===== src/rtl/lsu_pkg.sv =====
`default_nettype none
// ============================================================================
// Module   : lsu_pkg
// Desc     : Shared RV32 size codes, FSM state encoding and decode helpers
//            for the load/store unit.
// Revision : 1.0 - initial release
// ============================================================================
package lsu_pkg;

    localparam logic [2:0] F3_B  = 3'b000;
    localparam logic [2:0] F3_H  = 3'b001;
    localparam logic [2:0] F3_W  = 3'b010;
    localparam logic [2:0] F3_BU = 3'b100;
    localparam logic [2:0] F3_HU = 3'b101;

    typedef enum logic [2:0] {
        IDLE   = 3'd0,
        LOAD   = 3'd1,
        STORE  = 3'd2,
        RMW_RD = 3'd3,
        RMW_WR = 3'd4,
        RESP   = 3'd5
    } lsu_state_e;

    // Codes 011/11x never exist; an unsigned halfword store is also rejected.
    function automatic logic f3_illegal(input logic we, input logic [2:0] f3);
        return (f3 == 3'b011) || (f3[2:1] == 2'b11) || (we && (f3 == F3_HU));
    endfunction

endpackage
`default_nettype wire


===== src/rtl/lsu_align.sv =====
`default_nettype none
// ============================================================================
// Module   : lsu_align
// Desc     : Combinational lane logic: load extract/extend and store merge.
// Revision : 1.0 - initial release
// ============================================================================
module lsu_align
    import lsu_pkg::*;
#(
    parameter int DATA_W = 32
) (
    input  logic [DATA_W-1:0] i_ld_word,
    input  logic [1:0]        i_ld_off,
    input  logic [2:0]        i_ld_funct3,
    output logic [DATA_W-1:0] o_ld_data,
    input  logic [DATA_W-1:0] i_st_old,
    input  logic [DATA_W-1:0] i_st_wdata,
    input  logic [1:0]        i_st_off,
    input  logic [1:0]        i_st_size,
    output logic [DATA_W-1:0] o_st_word
);

    logic [7:0]  w_byte;
    logic [15:0] w_half;
    logic        w_signed;

    always_comb begin
        w_byte   = i_ld_word[{i_ld_off, 3'b000} +: 8];
        w_half   = i_ld_word[{i_ld_off[1], 4'b0000} +: 16];
        w_signed = (i_ld_funct3 != F3_BU) && (i_ld_funct3 != F3_HU);
        case (i_ld_funct3 & 3'b011)
            F3_B:    o_ld_data = {{(DATA_W-8){w_signed & w_byte[7]}}, w_byte};
            F3_H:    o_ld_data = {{(DATA_W-16){w_signed & w_half[15]}}, w_half};
            default: o_ld_data = i_ld_word;
        endcase
    end

    // Halfword lanes use only offset bit 1, so a low-bit misalignment folds down.
    always_comb begin
        o_st_word = i_st_old;
        case ({1'b0, i_st_size})
            F3_B:    o_st_word[{i_st_off, 3'b000} +: 8]     = i_st_wdata[7:0];
            F3_H:    o_st_word[{i_st_off[1], 4'b0000} +: 16] = i_st_wdata[15:0];
            default: o_st_word = i_st_wdata;
        endcase
    end

endmodule
`default_nettype wire


===== src/rtl/lsu_ctrl.sv =====
`default_nettype none
// ============================================================================
// Module   : lsu_ctrl
// Desc     : RV32 load/store unit in front of a word-only memory; sub-word
//            stores are done as read-modify-write.
// Options  : LSU_MISALIGN_CHK_EN - report misaligned H/HU/W accesses as errors
// Revision : 1.0 - initial release
// ============================================================================
module lsu_ctrl
    import lsu_pkg::*;
#(
    parameter int ADDR_W = 32,
    parameter int DATA_W = 32
) (
    input  logic              clk,
    input  logic              rst,
    input  logic              req_valid,
    output logic              req_ready,
    input  logic              req_we,
    input  logic [2:0]        req_funct3,
    input  logic [ADDR_W-1:0] req_addr,
    input  logic [DATA_W-1:0] req_wdata,
    output logic              resp_valid,
    input  logic              resp_ready,
    output logic [DATA_W-1:0] resp_rdata,
    output logic              resp_err,
    output logic              mem_read,
    output logic              mem_write,
    output logic [ADDR_W-1:0] mem_addr,
    output logic [DATA_W-1:0] mem_wdata,
    input  logic [DATA_W-1:0] mem_rdata
);

    lsu_state_e        r_state;
    logic [2:0]        r_funct3;
    logic [ADDR_W-1:0] r_addr;
    logic [DATA_W-1:0] r_wdata;
    logic [DATA_W-1:0] r_merge;
    logic [DATA_W-1:0] r_rdata;
    logic              r_valid;
    logic              r_err;
    logic              w_req_err;
    logic [DATA_W-1:0] w_ld_data;
    logic [DATA_W-1:0] w_st_word;

    always_comb begin
        w_req_err = f3_illegal(req_we, req_funct3);
`ifdef LSU_MISALIGN_CHK_EN
        if ((req_funct3[1:0] == 2'b01) && req_addr[0])
            w_req_err = 1'b1;
        if ((req_funct3 == F3_W) && (req_addr[1:0] != 2'b00))
            w_req_err = 1'b1;
`endif
    end

    lsu_align #(
        .DATA_W (DATA_W)
    ) u_align (
        .i_ld_word   (mem_rdata),
        .i_ld_off    (r_addr[1:0]),
        .i_ld_funct3 (r_funct3),
        .o_ld_data   (w_ld_data),
        .i_st_old    (r_merge),
        .i_st_wdata  (r_wdata),
        .i_st_off    (r_addr[1:0]),
        .i_st_size   (r_funct3[1:0]),
        .o_st_word   (w_st_word)
    );

    always_ff @(posedge clk) begin
        if (rst) begin
            r_state  <= IDLE;
            r_funct3 <= '0;
            r_addr   <= '0;
            r_wdata  <= '0;
            r_merge  <= '0;
            r_rdata  <= '0;
            r_valid  <= 1'b0;
            r_err    <= 1'b0;
        end else begin
            case (r_state)
                IDLE: begin
                    if (req_valid) begin
                        r_funct3 <= req_funct3;
                        r_addr   <= req_addr;
                        r_wdata  <= req_wdata;
                        r_rdata  <= '0;
                        r_err    <= w_req_err;
                        if (w_req_err) begin
                            r_valid <= 1'b1;
                            r_state <= RESP;
                        end else if (!req_we) begin
                            r_state <= LOAD;
                        end else if (req_funct3 == F3_W) begin
                            r_state <= STORE;
                        end else begin
                            r_state <= RMW_RD;
                        end
                    end
                end
                LOAD: begin
                    r_rdata <= w_ld_data;
                    r_valid <= 1'b1;
                    r_state <= RESP;
                end
                STORE: begin
                    r_valid <= 1'b1;
                    r_state <= RESP;
                end
                RMW_RD: begin
                    r_merge <= mem_rdata;
                    r_state <= RMW_WR;
                end
                RMW_WR: begin
                    r_valid <= 1'b1;
                    r_state <= RESP;
                end
                RESP: begin
                    if (resp_ready) begin
                        r_valid <= 1'b0;
                        r_state <= IDLE;
                    end
                end
                default: r_state <= IDLE;
            endcase
        end
    end

    // Strobes are gated by rst so an aborted RMW never commits its write.
    assign mem_read   = !rst && ((r_state == LOAD) || (r_state == RMW_RD));
    assign mem_write  = !rst && ((r_state == STORE) || (r_state == RMW_WR));
    assign mem_addr   = {r_addr[ADDR_W-1:2], 2'b00};
    assign mem_wdata  = (r_state == STORE)  ? r_wdata :
                        (r_state == RMW_WR) ? w_st_word : '0;
    assign req_ready  = (r_state == IDLE);
    assign resp_valid = r_valid;
    assign resp_rdata = r_rdata;
    assign resp_err   = r_err;

endmodule
`default_nettype wire


===== config.mk =====
export PLATFORM = sky130hd
export DESIGN_NAME = lsu_ctrl
export DESIGN_NICKNAME = d
export VERILOG_FILES = /design/src/rtl/lsu_pkg.sv /design/src/rtl/lsu_align.sv /design/src/rtl/lsu_ctrl.sv
export SDC_FILE = /design/constraint.sdc
export NUM_CORES = 1
export LEC_CHECK = 0
export ABC_CLOCK_PERIOD_IN_PS = 3130
export CAP_MARGIN = 20
export CORE_MARGIN = 5
export CORE_UTILIZATION = 35
export CTS_CLUSTER_SIZE = 10
export DETAILED_ROUTE_END_ITERATION = 7
export HOLD_SLACK_MARGIN = 0.15
export PLACE_DENSITY = 0.65
export SLEW_MARGIN = 20
export SYNTH_ARGS = -nofsm -noshare
export SYNTH_HDL_FRONTEND = slang
export SYNTH_SLANG_ARGS = --single-unit

===== constraint.sdc =====
create_clock -name clk -period 3.13 [get_ports clk]
set_clock_uncertainty 0.1 [all_clocks]
set_input_delay 0.626 -clock clk [delete_from_list [all_inputs] [get_ports clk]]
set_output_delay 0.626 -clock clk [all_outputs]
set_load 0.01 [all_outputs]

==> impl_results.md, run 1 <==
* Die area at around 22000 um2
* Core box area at about 19000 um2
* Maxcap violations at 0
* Total GRT Usage at about a fifth
* Slowest cell on the critical path: or4b_4
* Crit path required time at about 2.4 ns
* Vias in the first global route at 6524
* Largest area contributor in the netlist: dfxtp_1
* CTS tree: done
* Cell family with most CP delay: simple AND/OR/NAND/NOR gates
* IO buf count at slightly above 200
* Clock tree buffer depth at 2
* Pre-CTS setup slack at -0.01564 ns
* Commonest cells after routing, fill and taps aside: nand2_1 (265), clkdlybuf4s50_1 (169), a21oi_1 (136)
* Leak at 3.448 nW
* H-tree Lvls at 4
* Flops & latches, synth at roughly 140
* RSZ-0062 raised after global routing: yes
* Antenna violations before repair at 0
* Share of cells above drive strength 1 at about 11%
* Clock root buffer: clkbuf_16
* Yosys warns at 0
* Worst skew pair latency at roughly 0.42 ns
* Pin count of the biggest net entering global routing at 94
* Layout Cell Area excl Fill at 9554 um2
* CP Cell Sequence: or4b_4 > or2_4 > o22ai_4 > a221o_1 > clkdlybuf4s15_2
* Area contributors post-synth: dfxtp_1 (40%), nand2_1 (15%), a21oi_1 (10%)
* Worst Max-Slew Pin Slew at 1.001 ns
* Placed cell areas at approximately 8900 um2
* # diodes at 0
* Routed WL per cell at between 15 and 20 um
* Total power at 5.274 mW
* PwrDens at roughly 550 nW/um2
* Worst-path clk slew at ~0.070 ns
* Run status: finished, final reports clean
* Final hold violations at 0
* Yosys top cell area share at roughly two fifths
* Worst vdd ir at about 0.39 mV
* Synthesized cell area at approximately 6800 um2
* Ys async rst share at 0%
* Fin util at between 40% and 50%
* Fin nets at around 1200
* Synthesized instance count at just over 900
* Via density at slightly above 5
* Crit-path max FO at 8
* Tcrit/Tclk final at slightly below 100%
* Worst hold slack at around 0.35 ns
* # setup viols final at 0
* Post-synth top flop: dfxtp_1
* Final RePlAce weighted congestion at about 0.93
* First-pass GRT wire length at approximately 36000 um
* Chip Width at around 150 um
* TritonCTS buffer count at 17
* Cell variety after synth at 52
* Crit path launch type: flop
* Fmax at ~0.32 GHz
* Slew Limit Headroom at 33.25%
* Drt drc at 0
* Crit Path Category: reg2out
* Area Overhead vs Synth at 40.03%
* Max-slew violation count at 0
* Post-route ant nets at 0
* First-pass iteration count of the detailed router at 5
* Wire length after detailed routing at roughly 24000 um
* Total gr overflow at 0
* Crit end category: primary output
* Starting DRC count in detailed routing at 443
* Sequential-to-total area share from yosys stat at 39.90%
* CP bufs+invs at 1
* Post-DP HPWL at around 17000 um
* Die span in y at 149.6 um
* Number of synthesized flops with an enable pin at 0
* Worst min path class: reg2reg
* I/O pin count at roughly 210
* WP data arrival at 2.35 ns
* R2r setup slk at approximately 0.9 ns
* Fin crit period at ~3.1 ns
* Vias at between 6000 and 7000
* Row cnt at just over 50
* Initial core utilization at between 30% and 40%
* CTS sink count at ~140
* Avg Inst Size Synth at between 7 and 8 um2
* Setup ws final at between 0.05 and 0.06 ns
* Most common cell after layout, fill and taps aside: nand2_1
* Largest stage delay, worst path at between 0.5 and 0.6 ns
## layout make-up
| cell class | instances | area (um2) |
|---|---|---|
| Sequential cell | 136 | 2725 |
| Inverter | 9 | 33.78 |
| Clock inverter | 13 | 182.7 |
| Multi-Input combinational cell | 665 | 3611 |
| Timing Repair Buffer | 236 | 2227 |
| Tap cell | 265 | 331.6 |
| Clock buffer | 19 | 442.9 |
| Fill cell | 1934 | 9781 |
## metrics by stage
step	setup TNS [ns]	instances
2_1_floorplan	0	908
3_3_place_gp	0	1309
3_5_place_dp	-0.01564	1309
4_1_cts	0	1343
5_1_grt	-0.005937	1343
6_report	0	1343
## worst register-to-register path: cells and delay by family, from the launching register on
family / cells / cell delay [ns]
multiplexers: 1 / 0.39
flip-flops: 1 / 0.35
AO/OA/AOI/OAI: 3 / 0.75
buffers and inverters: 2 / 0.55
## kinds of logic (layout without fill, tap and decap cells)
kind of cell / after synthesis / after routing / synth area share, %
AO/OA/AOI/OAI: 286 / 286 / 25.22
flip-flops: 136 / 136 / 39.90
adder cells (fa/ha/maj): 5 / 5 / 0.9169
AND/OR/NAND/NOR: 347 / 347 / 21.90
other: 1 / 2 / 0.05496
buffers and inverters: 107 / 277 / 8.216
multiplexers: 25 / 25 / 3.796
## repair_timing
action	CTS	global route
hold buffers	0	0
gates resized for setup	68	20
pin swaps	2	6
endpoints found under the hold margin	0	0
buffers inserted	2	0
setup endpoints to repair	32	21
## state kept, by name, indices dropped and copies added, names as in the netlist
signal	cells
r_state	3
r_wdata	32
resp_valid	1
resp_err	1
resp_rdata	32
r_funct3	3
r_merge	32
r_addr	32
## per-layer routing
layer	vias to the layer above	GRT usage (%)	share of wire (%)
met3	33	7.420	9.0
li1	3415	-	-
met1	3215	26.31	42
met5	-	0	0
met4	0	5.309	1.5
met2	247	33.87	48
## Yosys cell counts (6+ instances only)
library cell,number
dfxtp_1,136
nand2_1,266
o21a_1,8
a221oi_1,7
o2bb2ai_1,8
and2_1,9
clkbuf_1,41
o21ai_0,70
buf_1,6
a32o_1,7
a21oi_1,138
buf_4,33
nor2b_1,27
nor2_1,16
o221ai_1,16
o22ai_1,8
inv_1,9
mux2_2,7
mux2i_1,18
a221o_1,8
buf_2,16
## power by group
part           total [mW]  internal [mW]  switching (mW)
logic                1.15          0.530           0.622
clock network        2.15           1.30           0.850
registers            1.97           1.87           0.105
## final timing paths
kind / cells past startpoint / from / end
max: 5 / r_funct3[1] / mem_wdata[8]
min: 2 / resp_rdata[29] / resp_rdata[29]
max reg2reg: 6 / r_addr[1] / resp_rdata[15]
min reg2reg: 2 / resp_rdata[29] / resp_rdata[29]
(Power assumes the default switching activity.)
==> run 2: changes to the inputs <==
--- a/config.mk
+++ b/config.mk
@@ -9,9 +9,9 @@
 export CAP_MARGIN = 20
 export CORE_MARGIN = 5
-export CORE_UTILIZATION = 35
+export CORE_UTILIZATION = 48
 export CTS_CLUSTER_SIZE = 10
 export DETAILED_ROUTE_END_ITERATION = 7
 export HOLD_SLACK_MARGIN = 0.15
-export PLACE_DENSITY = 0.65
+export PLACE_DENSITY = 0.84
 export SLEW_MARGIN = 20
 export SYNTH_ARGS = -nofsm -noshare
--- a/constraint.sdc
+++ b/constraint.sdc
@@ -3,3 +3,3 @@
 set_input_delay 0.626 -clock clk [delete_from_list [all_inputs] [get_ports clk]]
 set_output_delay 0.626 -clock clk [all_outputs]
-set_load 0.01 [all_outputs]
+set_load 0.05 [all_outputs]
==> run 2 against run 1 <==
Routed wire length is 4.3% lower. Combinational power up 29%. Maximum frequency down 0.79%. Sequential cell count is the same. Power rose by 2.9%. Worst hold slack worse by 0.0055 ns. Global-route usage increased by 6.0 points. Non-clock buffer count down 6. Die area shrank 25%. Register-to-register slack worse by 0.07 ns. First-iteration DRC count up 85%. Critical path type unchanged.
==> impl_results.md, run 2 (synthesized netlist as in run 1, its figures left out) <==
* Run status: finished, final reports clean
* TritonCTS buffer count at 17 (unchanged)
* Wire length after detailed routing at 22720 um (-4.3%)
* Starting DRC count in detailed routing at 821 (+85%)
* Total power at 5.430 mW (+2.9%)
* Crit end category: primary output
* Core box area at 13930 um2 (-28%)
* Crit path launch type: flop
* IO buf count at 202 (unchanged)
* Fmax at 0.3222 GHz (-0.79%)
* Leak at 3.410 nW (-1.1%)
* Initial core utilization at 48.96% (+14 points)
* Clock tree buffer depth at 2 (unchanged)
* Row cnt at 43 (-16%)
* Largest stage delay, worst path at 0.40 ns (-0.18 ns)
* Pin count of the biggest net entering global routing at 67 (-29%)
* Worst vdd ir at 0.4760 mV (+21%)
* Crit Path Category: reg2out
* Die area at 16700 um2 (-25%)
* PwrDens at 546.6 nW/um2 (-0.98%)
* Drt drc at 0 (unchanged)
* Routed WL per cell at 18.16 um (+2.7%)
* RSZ-0062 raised after global routing: yes
* Share of cells above drive strength 1 at 13.45% (+2.6 points)
* Commonest cells after routing, fill and taps aside: nand2_1 (265), clkdlybuf4s50_1 (166), a21oi_1 (134)
* Max-slew violation count at 0 (unchanged)
* CP Cell Sequence: inv_1 > ha_4 > or3b_4 > nor3b_2 > buf_6 > a21oi_1 > o221ai_4 > buf_12
* Crit path required time at 2.40 ns (about the same)
* Worst min path class: reg2reg
* Most common cell after layout, fill and taps aside: nand2_1
* Fin crit period at 3.104 ns (+0.02441 ns)
* Die span in y at 129.2 um (-14%)
* First-pass GRT wire length at 35210 um (-3.1%)
* I/O pin count at 205 (unchanged)
* Clock root buffer: clkbuf_16
* Dpl cells at 1218 (-7.0%)
* Hold buffers post-CTS at 0 (unchanged)
* Slew Limit Headroom at 38.19% (+4.9 points)
* Worst skew pair latency at 0.42 ns (about the same)
* Worst-path clk slew at 0.06 ns (about the same)
* Final RePlAce weighted congestion at 0.8756 (-6.3%)
* CTS sink count at 136 (unchanged)
* Maxcap violations at 0 (unchanged)
* Tcrit/Tclk final at 99.16% (+0.78 points)
* Fin nets at 1168 (-0.51%)
* Area Overhead vs Synth at 45.59%
* First-pass iteration count of the detailed router at 6 (+1)
* Via density at 5.665 (+10%)
* Chip Width at 129.2 um (-14%)
* Vias at 7087 (+2.6%)
* # diodes at 0 (unchanged)
* Vias in the first global route at 6902 (+5.8%)
* WP data arrival at 2.38 ns (+0.03 ns)
* Post-route ant nets at 0 (unchanged)
* Final hold violations at 0 (unchanged)
* Antenna violations before repair at 0 (unchanged)
* Final Non-Filler Cells at 1251 (-6.9%)
* # setup viols final at 0 (unchanged)
* CTS tree: done
* Slowest cell on the critical path: or3b_4
* Worst Max-Slew Pin Slew at 0.9252 ns (-0.07604 ns)
* Post-DP HPWL at 16290 um (-5.7%)
* Total GRT Usage at 26.75% (+6.0 points)
* Total gr overflow at 0 (unchanged)
* H-tree Lvls at 4 (unchanged)
* Crit-path max FO at 8 (unchanged)
==> run 2: repair_timing <==
item | in CTS | in global routing
gates cloned | 0 | 0
endpoints found under the setup margin | 30 | 30
pin swaps | 6 | 5
resized for setup | 7 | 8
buffers inserted | 0 | 2
==> run 2: routing by layer <==
metal | wire length [um] | track usage [%] | share of wire, %
met5 | 0 | 0 | 0
met2 | 11080 | 45.88 | 49
met3 | 2399 | 8.821 | 11
met1 | 8556 | 31.27 | 38
met4 | 679 | 9.636 | 3.0
==> run 2: stage by stage <==
step / instance area, um2 / hold slack, ns / worst slack, ns / TNS [ns] / utilization [%]
6_report: 9933 / 0.3446 / 0.02615 / 0 / 71.28
5_1_grt: 9933 / 0.3717 / -0.04310 / -0.2384 / 71.28
4_1_cts: 9896 / 0.3485 / 0.01445 / 0 / 71.02
3_5_place_dp: 9290 / 0.3401 / 0.1784 / 0 / 66.67
3_3_place_gp: 9290 / 0.3340 / 0.2877 / 0 / 66.67
2_1_floorplan: 7023 / 0.3365 / 0.02468 / 0 / -
==> run 2: cell type report <==
class	instances	area, um2
Clock buffer	18	429.2
Multi-Input combinational cell	665	3795
Timing Repair Buffer	230	2577
Tap cell	180	225.2
Fill cell	1057	4001
Inverter	9	33.78
Sequential cell	136	2726
Clock inverter	13	146.4
==> run 2: critical path: cells and delay by family (launching register included) <==
kind / cells / cell delay [ns]
adder cells (fa/ha/maj): 1 / 0.29
buffers and inverters: 3 / 0.42
AND/OR/NAND/NOR: 2 / 0.59
flip-flops: 1 / 0.32
AO/OA/AOI/OAI: 2 / 0.33
==> run 2: power breakdown <==
part / switching (mW) / total, mW / internal, mW
Sequential: 0.109 / 1.97 / 1.87
Clock: 0.794 / 1.97 / 1.18
Combinational: 0.933 / 1.48 / 0.552
Total: 1.84 / 5.43 / 3.59
==> run 2: worst paths after layout <==
check,start,cells after the start,to,slack [ns]
max,r_addr[1],8,mem_wdata[21],0.03
min,resp_rdata[23],2,resp_rdata[23],0.34
max reg2reg,r_state[2],6,r_addr[0],0.82
min reg2reg,resp_rdata[23],2,resp_rdata[23],0.34
==> run 3: changes to the inputs <==
GPL_ROUTABILITY_DRIVEN = 0   (was unset)
==> run 3 against run 2 <==
First-iteration DRC count fell by 4.9%. Combinational power about the same. Worst hold slack better by 0.0061 ns. Largest power group is now clock. Count of clock-buffer cells in the layout unchanged. Highest routed layer unchanged. The flow now finishes with violations (setup timing).
==> impl_results.md, run 3 (synthesized netlist as in run 1, its figures left out) <==
* Run status: finished with violations
* Failing checks: setup timing
* Clock root buffer: clkbuf_16
* PwrDens at 564.1 nW/um2 (+3.2%)
* Wire length after detailed routing at 23310 um (+2.6%)
* Crit path launch type: flop
* H-tree Lvls at 4 (unchanged)
* Fmax at 0.3130 GHz (-2.9%)
* Dpl cells at 1219 (+0.082%)
* Total GRT Usage at 26.64% (-0.12 points)
* Starting DRC count in detailed routing at 781 (-4.9%)
* CTS tree: done
* Layout Cell Area excl Fill at 10100 um2 (+1.6%)
* Reg power frac at 34.8% (-1.6 points)
* Clk network pwr share at 38.8% (+2.5 points)
* Total gr overflow at 0 (unchanged)
* I/O pin count at 205 (unchanged)
* Path depth of the worst reg2reg path at 6 (unchanged)
* Commonest cells after routing, fill and taps aside: nand2_1 (265), clkdlybuf4s50_1 (166), dfxtp_1 (133)
* R2r setup slk at 0.87 ns (+0.05 ns)
* Worst min path class: reg2reg
* Crit path required time at 2.40 ns (about the same)
* Tcrit/Tclk final at 102.1% (+2.9 points)
* Hold buffers post-CTS at 0 (unchanged)
* Worst vdd ir at 0.4327 mV (-9.1%)
* Routed WL per cell at 18.58 um (+2.3%)
* Chip Width at 129.2 um (unchanged)
* Worst-path clk slew at 0.06 ns (about the same)
* Pint at 3.845 mW (+7.0%)
* First-pass GRT wire length at 35180 um (about the same)
* Leak at 3.476 nW (+1.9%)
* Final Non-Filler Cells at 1255 (+0.32%)
* Clock tree buffer depth at 2 (unchanged)
* Die span in y at 129.2 um (unchanged)
* WP data arrival at 2.47 ns (+0.09 ns)
* Via density at 5.816 (+2.7%)
* Worst Max-Slew Pin Slew at 0.8588 ns (-0.06646 ns)
* Share of cells above drive strength 1 at 14.42% (+0.97 points)
* Crit Path Category: reg2out
* Initial core utilization at 48.96% (unchanged)
* TritonCTS buffer count at 17 (unchanged)
* Vias in the first global route at 6706 (-2.8%)
* Slew Limit Headroom at 42.63% (+4.4 points)
* Placed cell areas at 9298 um2 (about the same)
* Hold Path Stages at 2 (unchanged)
* RSZ-0062 raised after global routing: yes
* First-pass iteration count of the detailed router at 5 (-1)
* Final hold violations at 0 (unchanged)
* Antenna violations before repair at 0 (unchanged)
* # setup viols final at 12 (+12)
* Fin crit period at 3.195 ns (+0.09145 ns)
* Die area at 16700 um2 (unchanged)
* Crit end category: primary output
* Crit-path max FO at 6 (-2)
* Drt drc at 0 (unchanged)
* # diodes at 0 (unchanged)
* Setup ws final at -0.06530 ns (-0.09145 ns)
* Max-slew violation count at 0 (unchanged)
* Fin nets at 1171 (+0.26%)
* Combinational share of power at 26.4% (-0.9 points)
* IO buf count at 202 (unchanged)
* Post-route ant nets at 0 (unchanged)
* Core box area at 13930 um2 (unchanged)
* Row cnt at 43 (unchanged)
* P_sw at 1.850 mW (+0.77%)
* Worst hold slack at 0.3508 ns (+0.006142 ns)
* CTS sink count at 136 (unchanged)
* Area Overhead vs Synth at 47.97%
* Worst skew pair latency at 0.42 ns (about the same)
* Maxcap violations at 0 (unchanged)
* Most common cell after layout, fill and taps aside: nand2_1
* Post-DP HPWL at 16160 um (-0.76%)
* Vias at 7299 (+3.0%)
* Sw frac at 32.49% (-1.3 points)
* Pin count of the biggest net entering global routing at 63 (-6.0%)
==> run 3: cell types whose count changed in the layout (fill, tap and decap cells not counted), moves of 3 or more <==
cell and delta:
and2_4 +3, a21oi_4 +5, and2_1 -3, a21oi_1 -4, buf_4 +3, bufinv_16 +3
==> run 3: routing by layer <==
layer	share of wire (%)	track usage, %	vias up	wire length (um)
li1	-	-	3418	-
met1	38	32.25	3429	8886
met2	49	45.27	391	11360
met3	10	9.357	61	2418
met4	2.8	6.856	0	645
met5	0	0	-	0
==> run 3: what timing repair did <==
item	in CTS	in global routing
endpoints found under the setup margin	22	27
pin swaps	10	15
gates resized for setup	5	23
setup buffers	0	4
==> run 3: critical path, cell delays in order (launching register included) <==
cell     delay [ns]
dfxtp_2        0.37
inv_4          0.06
ha_4           0.27
or3b_4         0.42
nor4_4         0.28
buf_4          0.19
and2_1         0.14
a221o_1        0.17
buf_12         0.15
==> run 3: final cells by class <==
type                            count  area, um2
Clock buffer                       18      429.2
Fill cell                        1008       3839
Inverter                            9      36.28
Sequential cell                   136       2726
Timing Repair Buffer              233       2600
Clock inverter                     14      220.2
Tap cell                          180      225.2
Multi-Input combinational cell    665       3859
==> run 3: power by group through the flow <==
stage | logic [mW] | registers (mW) | clock network, mW
after floorplan | 0.798 | 2.15 | 0
after global placement | 1.45 | 2.00 | 0
after detailed placement | 1.46 | 2.01 | 0
after CTS | 1.49 | 1.97 | 2.23
after global routing | 1.59 | 1.99 | 2.31
final | 1.50 | 1.98 | 2.21
==> run 3: path summary, 6_finish.rpt <==
kind / startpoint / to
min reg2reg: resp_rdata[29] / resp_rdata[29]
min: resp_rdata[29] / resp_rdata[29]
max: r_addr[0] / mem_wdata[13]
max reg2reg: r_state[2] / r_wdata[16]
==> run 3: stage by stage <==
stage	setup WS (ns)	utilization [%]	power, mW	TNS, ns
floorplan	0.02468	-	2.945	0
global placement	0.2883	66.72	3.448	0
detailed placement	0.1678	66.72	3.470	0
CTS	0.01030	71.58	5.685	0
global route	-0.1228	72.45	5.901	-1.483
finish	-0.06530	72.45	5.695	-0.3298
